**src/rtl/rcc_eth_pkg.sv**
```systemverilog
// Shared types and default timing constants for the ETH kernel-clock mode switch sequencer.
package rcc_eth_pkg;

   localparam int unsigned OFF_CYCLES_DEF    = 8;
   localparam int unsigned SETTLE_CYCLES_DEF = 16;
   localparam int unsigned CNT_W             = 5;

   typedef enum logic [1:0] {
      ST_IDLE     = 2'd0,
      ST_GATE_OFF = 2'd1,
      ST_SETTLE   = 2'd2
   } state_t;

endpackage

```
**src/rtl/rcc_eth_mode_switch_seq.sv**
```systemverilog
// Sequences an ETH speed/interface select change: gate kernel clocks, switch selects,
// let the new clock settle, then release the gates and pulse switch_done.
module rcc_eth_mode_switch_seq
   import rcc_eth_pkg::*;
#(
   parameter int unsigned OFF_CYCLES    = OFF_CYCLES_DEF,
   parameter int unsigned SETTLE_CYCLES = SETTLE_CYCLES_DEF
) (
   input  logic i_clk,
   input  logic rst_n,
   input  logic req_valid,
   input  logic req_fes,
   input  logic req_epis_2,
   output logic req_ready,
   output logic eth_rcc_fes,
   output logic eth_rcc_epis_2,
   output logic eth_ker_clk_hold,
   output logic switch_done,
   output logic busy
);

   state_t           state_q, state_d;
   logic [CNT_W-1:0] cnt_q, cnt_d;
   logic             pend_fes_q, pend_fes_d;
   logic             pend_epis_q, pend_epis_d;
   logic             fes_q, fes_d;
   logic             epis_q, epis_d;
   logic             hold_q, hold_d;
   logic             done_q, done_d;

   // State and output registers, synchronous active-low reset
   always_ff @(posedge i_clk) begin
      if (!rst_n) begin
         state_q     <= ST_IDLE;
         cnt_q       <= '0;
         pend_fes_q  <= 1'b0;
         pend_epis_q <= 1'b0;
         fes_q       <= 1'b0;
         epis_q      <= 1'b0;
         hold_q      <= 1'b0;
         done_q      <= 1'b0;
      end else begin
         state_q     <= state_d;
         cnt_q       <= cnt_d;
         pend_fes_q  <= pend_fes_d;
         pend_epis_q <= pend_epis_d;
         fes_q       <= fes_d;
         epis_q      <= epis_d;
         hold_q      <= hold_d;
         done_q      <= done_d;
      end
   end

   // Next-state and registered-output logic
   always_comb begin
      state_d     = state_q;
      cnt_d       = cnt_q;
      pend_fes_d  = pend_fes_q;
      pend_epis_d = pend_epis_q;
      fes_d       = fes_q;
      epis_d      = epis_q;
      hold_d      = hold_q;
      done_d      = 1'b0;

      case (state_q)
         ST_IDLE: begin
            hold_d = 1'b0;
            if (req_valid) begin
               if ({req_fes, req_epis_2} == {fes_q, epis_q}) begin
                  done_d = 1'b1;
               end else begin
                  pend_fes_d  = req_fes;
                  pend_epis_d = req_epis_2;
                  state_d     = ST_GATE_OFF;
                  cnt_d       = CNT_W'(OFF_CYCLES - 1);
                  hold_d      = 1'b1;
               end
            end
         end
         ST_GATE_OFF: begin
            if (cnt_q == '0) begin
               // Gates have been off long enough; swap selects on this edge
               state_d = ST_SETTLE;
               cnt_d   = CNT_W'(SETTLE_CYCLES - 1);
               fes_d   = pend_fes_q;
               epis_d  = pend_epis_q;
            end else begin
               cnt_d = cnt_q - CNT_W'(1);
            end
         end
         ST_SETTLE: begin
            if (cnt_q == '0) begin
               state_d = ST_IDLE;
               hold_d  = 1'b0;
               done_d  = 1'b1;
            end else begin
               cnt_d = cnt_q - CNT_W'(1);
            end
         end
         default: begin
            state_d = ST_IDLE;
            hold_d  = 1'b0;
         end
      endcase
   end

   assign req_ready        = (state_q == ST_IDLE);
   assign busy             = (state_q != ST_IDLE);
   assign eth_rcc_fes      = fes_q;
   assign eth_rcc_epis_2   = epis_q;
   assign eth_ker_clk_hold = hold_q;
   assign switch_done      = done_q;

endmodule

```
**config.mk**
```make
export PLATFORM = sky130hd
export DESIGN_NAME = rcc_eth_mode_switch_seq
export DESIGN_NICKNAME = d
export VERILOG_FILES = /design/src/rtl/rcc_eth_pkg.sv /design/src/rtl/rcc_eth_mode_switch_seq.sv
export SDC_FILE = /design/constraint.sdc
export NUM_CORES = 1
export LEC_CHECK = 0
export BUFFER_PORTS_ARGS = -buffer_cell sky130_fd_sc_hd__clkbuf_2
export CAP_MARGIN = 20
export CORE_MARGIN = 5
export CORE_UTILIZATION = 49
export DETAILED_ROUTE_END_ITERATION = 7
export GPL_TIMING_DRIVEN = 0
export PLACE_DENSITY = 0.72
export SKIP_CTS_REPAIR_TIMING = 1
export SYNTH_ARGS = -nofsm -noshare
export SYNTH_HDL_FRONTEND = slang
export SYNTH_SLANG_ARGS = --single-unit
export TNS_END_PERCENT = 50
```
**constraint.sdc**
```tcl
create_clock -name i_clk -period 1.7 [get_ports i_clk]
set_input_delay 0.34 -clock i_clk [delete_from_list [all_inputs] [get_ports i_clk]]
set_output_delay 0.34 -clock i_clk [all_outputs]
set_load 0.01 [all_outputs]
```
==> metrics.sh, run 1 <==
CRITPATHLAUNCHTYPE='register'
VIOLATIONS='negative setup slack'
POST-ROUTE-WORST-SETUP-SLACK_NS=-0.0436
GRT_PASS1_VIAS=715
DRV.MAX_CAP_VIOLATION_COUNT=0
SYNTH-SEQ-CELLS=13
ANTENNA_CELLS=0
CRIT_FANOUT=7
RESULT_OF_THE_RUN='finished with violations'
FIN_NETS=123
UNREPAIRED_SETUP_ENDPOINTS_AFTER_GLOBAL_ROUTING='yes'
AGGREGATE_ROUTED_WIRE_LENGTH_UM=1910
DETAIL_ROUTE.DRC_VIOLATIONS=0
WORSTPATHREQUIRED_NS=1.89
MAXSLEWVIOLCOUNT=0
CTS-ROOT-TO-SINK-BUFFERS=2
FINISH.INSTANCE_AREA_SQ_UM=978
DETAILEDPLACEMENTHPWL_UM=1400
DIEHEIGHT_UM=50.4
CLK_PIN_SLEW_WORST_PATHS_NS=0.08
CLOCKROOTBUFFER='clkbuf_4'
WORST_R2R_PATH_DEPTH=6
GLOBALPLACE.CONGESTION=0.777
GRT_USE_TOTAL=0.155
WORST-SETUP-PATH-TYPE='register to register'
DIE_X_UM=50.4
HOLD_VIOLATIONS=0
CTS_BUFFERS=3
GRT_PASS1_WL_UM=3040
CTS_TREE='built'
FLOORPLAN.CORE_AREA_SQ_UM=1520
REGISTER_AREA_SHARE_AFTER_SYNTHESIS=0.326
NUMBER_OF_VIOLATIONS_REPORTED_AT_THE_END_OF_DETAILED_ROUTING_ITERATION_0=23
FILLERINSTANCES=138
RELSLEWSLACK=0.688
MAPPEDNETLISTAREA_SQ_UM=798
FINAL_LAYOUT_SIZE_SUFFIX_GT1_FRAC=0.315
CTS_NUM_SINKS=13
TIMING.FINAL.CRIT_SHARE=1.03
SETUP.WORST_PATH.START='cnt_q[0]'
SYNTH_NETS=107
CRITPATHARRIVALTIME_NS=1.93
WORST_R2R_ENDPOINT='cnt_q[2]'
AREA_GROWTH_SYN_TO_LAYOUT_PCT=22.6
LAYOUT.CELLS.MOST_COMMON='nand2_1'
PERIOD_MINUS_SLACK_NS=1.74
CLOCK_TREE.HTREE_LEVEL_COUNT=1
CLK_LATENCY_NS=0.28
POST_DRT_VIA_CELL_RATIO=5.98
TIMING.FMAX_MHz=574
DRT-WIRELENGTH-PER-CELL_UM=15.0
HOLDWS_NS=0.352
DIE-AREA_SQ_UM=2540
DESIGN_POWER_TOTAL_uW=908
PLACEMENT_ROWS=14
STATIC-LEAKAGE-POWER_nW=0.421
R2R_SETUP_SLACK_NS=-0.04
WORST_IR_DROP_VDD_mV=0.608
FLOORPLAN.INITIALDENSITY=0.524
DRT_FIRST_PASS_ITERS=4
TIGHTESTPINTRANSITION_NS=0.467
DETAILROUTE.VIA_COUNT=759
BOUNDARYPINS=11
GRT_MAX_DEGREE=10
ANTENNA_FOUND_INITIAL=0
DRT_ANTENNA_NET_COUNT=0
REG2REG_FROM='cnt_q[0]'
POWER.DENSITY_CELL_AREA_nW_PER_UM2=928
SYNTHESIS.AREA_PER_INSTANCE_SQ_UM=8.32
CRITPATHCAPTURETYPE='register'
WORST_CLOCK_SKEW_NS=0.000622
YOSYS_WARNINGS=0
PLACED_STANDARD_CELL_AREA_SQ_UM=886
SETUP_VIOLATIONS=1
PLACE.PORT_BUFFERS=9
CRIT_END='cnt_q[2]'
SYNTH_CELL_TYPE_COUNT=30
GRT_OVERFLOW=0
MIN-DELAY-PATH-CLASS='input port to register'
SYN_INST=96
LAYOUT_COMMON_CELLS='nand2_1, dfxtp_1, clkbuf_2'
## layer usage
| metal | vias to the layer above | track usage | share of wire |
|---|---|---|---|
| li1 | 377 | - | - |
| met5 | - | 0 | 0 |
| met3 | 5 | 0.0355 | 0.033 |
| met2 | 17 | 0.253 | 0.47 |
| met1 | 360 | 0.190 | 0.48 |
| met4 | 0 | 0.0766 | 0.020 |
## worst min-delay path by stage
stage	start	endpoint	slack, ns	cells past startpoint
after global placement	pend_epis_q	eth_rcc_epis_2	0.46	2
after detailed placement	pend_fes_q	eth_rcc_fes	0.48	2
after floorplan	pend_epis_q	eth_rcc_epis_2	0.44	2
after global routing	req_fes	pend_fes_q	0.37	3
after CTS	req_fes	pend_fes_q	0.35	3
final	req_fes	pend_fes_q	0.35	3
## worst max-delay path, stage by stage (launching register included)
cell and delay, ns:
dfxtp_2 0.37, inv_4 0.04, ha_4 0.15, nor4b_4 0.15
a221o_2 0.40, o311a_1 0.34, a41o_1 0.20
## synthesized netlist by cell type
| cell | instances | area share |
|---|---|---|
| a211oi_1 | 1 | 0.0094 |
| a21o_1 | 1 | 0.0094 |
| a21oi_1 | 8 | 0.050 |
| a221o_2 | 1 | 0.014 |
| a221oi_1 | 2 | 0.022 |
| a41o_1 | 1 | 0.013 |
| buf_1 | 1 | 0.0047 |
| buf_2 | 1 | 0.0063 |
| clkbuf_1 | 1 | 0.0047 |
| dfxtp_1 | 13 | 0.33 |
| ha_1 | 6 | 0.094 |
| inv_1 | 8 | 0.038 |
| mux2i_1 | 3 | 0.038 |
| nand2_1 | 12 | 0.056 |
| nand3_1 | 3 | 0.019 |
| nand3b_1 | 1 | 0.0094 |
| nor2_1 | 9 | 0.042 |
| nor3_1 | 3 | 0.019 |
| nor4b_4 | 1 | 0.030 |
| o21ai_0 | 6 | 0.038 |
| o221a_2 | 1 | 0.014 |
| o311a_1 | 3 | 0.038 |
| o311ai_0 | 1 | 0.011 |
| o31ai_1 | 1 | 0.0094 |
| o32ai_1 | 1 | 0.011 |
| or3_1 | 1 | 0.0078 |
| or3b_2 | 1 | 0.011 |
| or4b_1 | 1 | 0.013 |
| xnor2_1 | 2 | 0.022 |
| xor2_1 | 2 | 0.022 |
## cells by family (layout without fill, tap and decap cells)
kind of cell / count (synthesis) / count (layout) / synth area share
DFF: 13 / 13 / 0.326
AOI/OAI and AO/OA: 27 / 27 / 0.238
buffers and inverters: 11 / 26 / 0.0533
adders and majority gates: 6 / 6 / 0.0940
xor gates and xnor gates: 4 / 4 / 0.0439
muxes: 3 / 3 / 0.0376
and+or+nand+nor: 32 / 32 / 0.207
## report_power, final
part           switching, mW  leakage, nW  internal, mW
Sequential            0.0318        0.108         0.333
Combinational          0.182        0.298         0.159
Clock                  0.111       0.0150        0.0913
Total                  0.325        0.421         0.583
## flip-flops by register name, summed over array words and instances (netlist names)
name,count
cnt_q,5
eth_ker_clk_hold,1
eth_rcc_epis_2,1
eth_rcc_fes,1
pend_epis_q,1
pend_fes_q,1
state_q,2
switch_done,1
## layout make-up
type	count	area, sq um	share of cell area
clock buffer	4	26.3	0.0269
sequential	13	270	0.276
buffer	1	3.75	0.00384
inverter	8	37.5	0.0384
multi-input combinational	72	546	0.558
timing repair buffer	13	75.1	0.0767
tap	16	20.0	0.0205
## metrics by stage
stage	instances	setup WS (ns)	TNS (ns)	util
2_1_floorplan	96	0.0388	0	-
3_3_place_gp	121	-0.122	-0.275	0.581
3_5_place_dp	121	-0.127	-0.413	0.581
4_1_cts	125	-0.148	-0.494	0.599
5_1_grt	127	-0.103	-0.227	0.642
6_report	127	-0.0436	-0.0436	0.642
(Power assumes the default switching activity.)
==> inputs of run 2 (changes only) <==
--- a/config.mk
+++ b/config.mk
@@ -12,6 +12,7 @@
 export DETAILED_ROUTE_END_ITERATION = 7
 export GPL_TIMING_DRIVEN = 0
 export PLACE_DENSITY = 0.72
+export REMOVE_ABC_BUFFERS = 1
 export SKIP_CTS_REPAIR_TIMING = 1
 export SYNTH_ARGS = -nofsm -noshare
 export SYNTH_HDL_FRONTEND = slang
==> run 2 against run 1 <==
Compared with the run above:
- the flow still finishes with violations (negative setup slack)
- register-to-register slack is essentially flat
- maximum frequency shrank 0.27%
- sequential power shrank 1%
- clock skew grew 0.0023 ns
- flip-flop and latch count is the same
- power shrank 3.3%
- clock power shrank 5%
- final cell count shrank 1.6%
- die area is the same
- critical path depth is the same
- core utilization shrank 0.66 points
==> metrics.sh, run 2 (synthesis gave the netlist of run 1 again) <==
GRT_MAX_DEGREE=10
AGGREGATE_ROUTED_WIRE_LENGTH_UM=1720
SETUP.WORST_PATH.START='cnt_q[0]'
CRITPATHCAPTURETYPE='register'
NUMBER_OF_VIOLATIONS_REPORTED_AT_THE_END_OF_DETAILED_ROUTING_ITERATION_0=20
UNREPAIRED_SETUP_ENDPOINTS_AFTER_GLOBAL_ROUTING='yes'
WORSTPATHREQUIRED_NS=1.87
CTS_NUM_SINKS=13
DIE-AREA_SQ_UM=2540
LAYOUT.CELLS.MOST_COMMON='nand2_1'
DRV.MAX_CAP_VIOLATION_COUNT=0
TIMING.FINAL.CRIT_SHARE=1.03
PLACE.PORT_BUFFERS=10
CTS_TREE='built'
LARGEST_REGISTER_FFS=5
MAXSLEWVIOLCOUNT=0
CRITPATHARRIVALTIME_NS=1.91
PLACEMENT_ROWS=14
CLK_PIN_SLEW_WORST_PATHS_NS=0.08
AREA_GROWTH_SYN_TO_LAYOUT_PCT=21.3
DRT-WIRELENGTH-PER-CELL_UM=13.7
TIGHTESTPINTRANSITION_NS=0.475
TIMING.FMAX_MHz=572
R2R_SETUP_SLACK_NS=-0.05
DRT_ANTENNA_NET_COUNT=0
GR-MAX-USAGE-LAYER='met2'
MET2_USAGE=0.220
CTS-ROOT-TO-SINK-BUFFERS=2
DIEHEIGHT_UM=50.4
MULTI_INPUT_GATE_AREA_IN_THE_FINAL_LAYOUT_SQ_UM=563
CLOCKROOTBUFFER='clkbuf_4'
ANTENNA_FOUND_INITIAL=0
CRITPATHLAUNCHTYPE='register'
GRT_USE_TOTAL=0.139
GRT.MET3_USAGE=0.0207
CLOCK_TREE.HTREE_LEVEL_COUNT=1
CLK_LATENCY_NS=0.27
GRT_PASS1_WL_UM=2800
MIN-DELAY-START='req_epis_2'
SETUP_VIOLATIONS=1
ANTENNA_CELLS=0
WORST_IR_DROP_VDD_mV=0.552
FINISH.INSTANCE_AREA_SQ_UM=968
VIOLATIONS='negative setup slack'
DETAILROUTE.VIA_COUNT=759
RELSLEWSLACK=0.682
FILLERINSTANCES=126
MIN-DELAY-PATH-CLASS='input port to register'
POST-ROUTE-UTIL=0.635
FIN_NETS=121
FLOORPLAN.CORE_AREA_SQ_UM=1520
HOLD_VIOLATIONS=0
FINAL_LAYOUT_SIZE_SUFFIX_GT1_FRAC=0.312
WORST_CLOCK_SKEW_NS=0.00295
CTS_BUFFERS=3
POWER.DENSITY_CELL_AREA_nW_PER_UM2=907
CRIT_FANOUT=8
LEADING_REGISTERS_BY_FLOP_COUNT='cnt_q: 5 flops, state_q: 2 flops'
REGISTERS.TOP_BY_FF_COUNT='cnt_q'
POST-ROUTE-WORST-SETUP-SLACK_NS=-0.0484
FLOORPLAN.INITIALDENSITY=0.524
BOUNDARYPINS=11
DETAILEDPLACEMENTHPWL_UM=1320
STATIC-LEAKAGE-POWER_nW=0.413
WORST-SETUP-PATH-TYPE='register to register'
GRT_PASS1_VIAS=638
RESULT_OF_THE_RUN='finished with violations'
PLACED_STANDARD_CELL_AREA_SQ_UM=856
GLOBALPLACE.CONGESTION=0.780
DP_SLACK_NS=-0.137
REG2REG_FROM='cnt_q[0]'
LAYOUT_COMMON_CELLS='nand2_1, dfxtp_1, clkbuf_2'
DRT_FIRST_PASS_ITERS=4
DETAIL_ROUTE.DRC_VIOLATIONS=0
HOLDWS_NS=0.365
GRTUSAGEMET1=0.184
GRT_OVERFLOW=0
DIE_X_UM=50.4
PERIOD_MINUS_SLACK_NS=1.75
POST_DRT_VIA_CELL_RATIO=6.07
REGISTER_AREA_SQ_UM=264
## run 2: cell count changes in the layout (fill, tap and decap cells not counted), moves of 2 or more
cell     delta
inv_4       -3
buf_4       -2
dfxtp_4     -2
inv_2       +2
## run 2: per-layer routing
metal | routed length, um | vias to the layer above
met3 | 71 | 2
met1 | 798 | 366
met4 | 9 | 0
li1 | - | 374
met2 | 838 | 17
met5 | 0 | -
## run 2: stage by stage
step	TNS, ns	instances	power (mW)
5_1_grt	-0.196	125	0.943
4_1_cts	-0.687	123	0.828
6_report	-0.0484	125	0.879
2_1_floorplan	-0.0407	93	0.564
3_5_place_dp	-0.556	119	0.634
3_3_place_gp	-0.512	119	0.629
## run 2: final timing paths
check                    to  cells after the start
max                cnt_q[2]                      6
min             pend_epis_q                      3
max reg2reg        cnt_q[2]                      6
min reg2reg  eth_rcc_epis_2                      2
## run 2: worst max-delay path, cell delays in order (launching register included)
cell and delay [ns]:
dfxtp_2 0.35, inv_2 0.06, ha_4 0.15, nor4b_4 0.15, a221o_2 0.42, o311a_1 0.30
a41o_1 0.21
## run 2: layout make-up
type                       count  area share
inverter                       8      0.0310
multi-input combinational     72       0.581
sequential                    13       0.273
tap                           16      0.0207
timing repair buffer          12      0.0672
clock buffer                   4      0.0271
## run 2: where the power goes
part,internal [mW],leakage (nW),switching [mW]
sequential,0.333,0.107,0.0267
clock,0.0908,0.0150,0.101
combinational,0.147,0.291,0.180
total,0.571,0.413,0.307
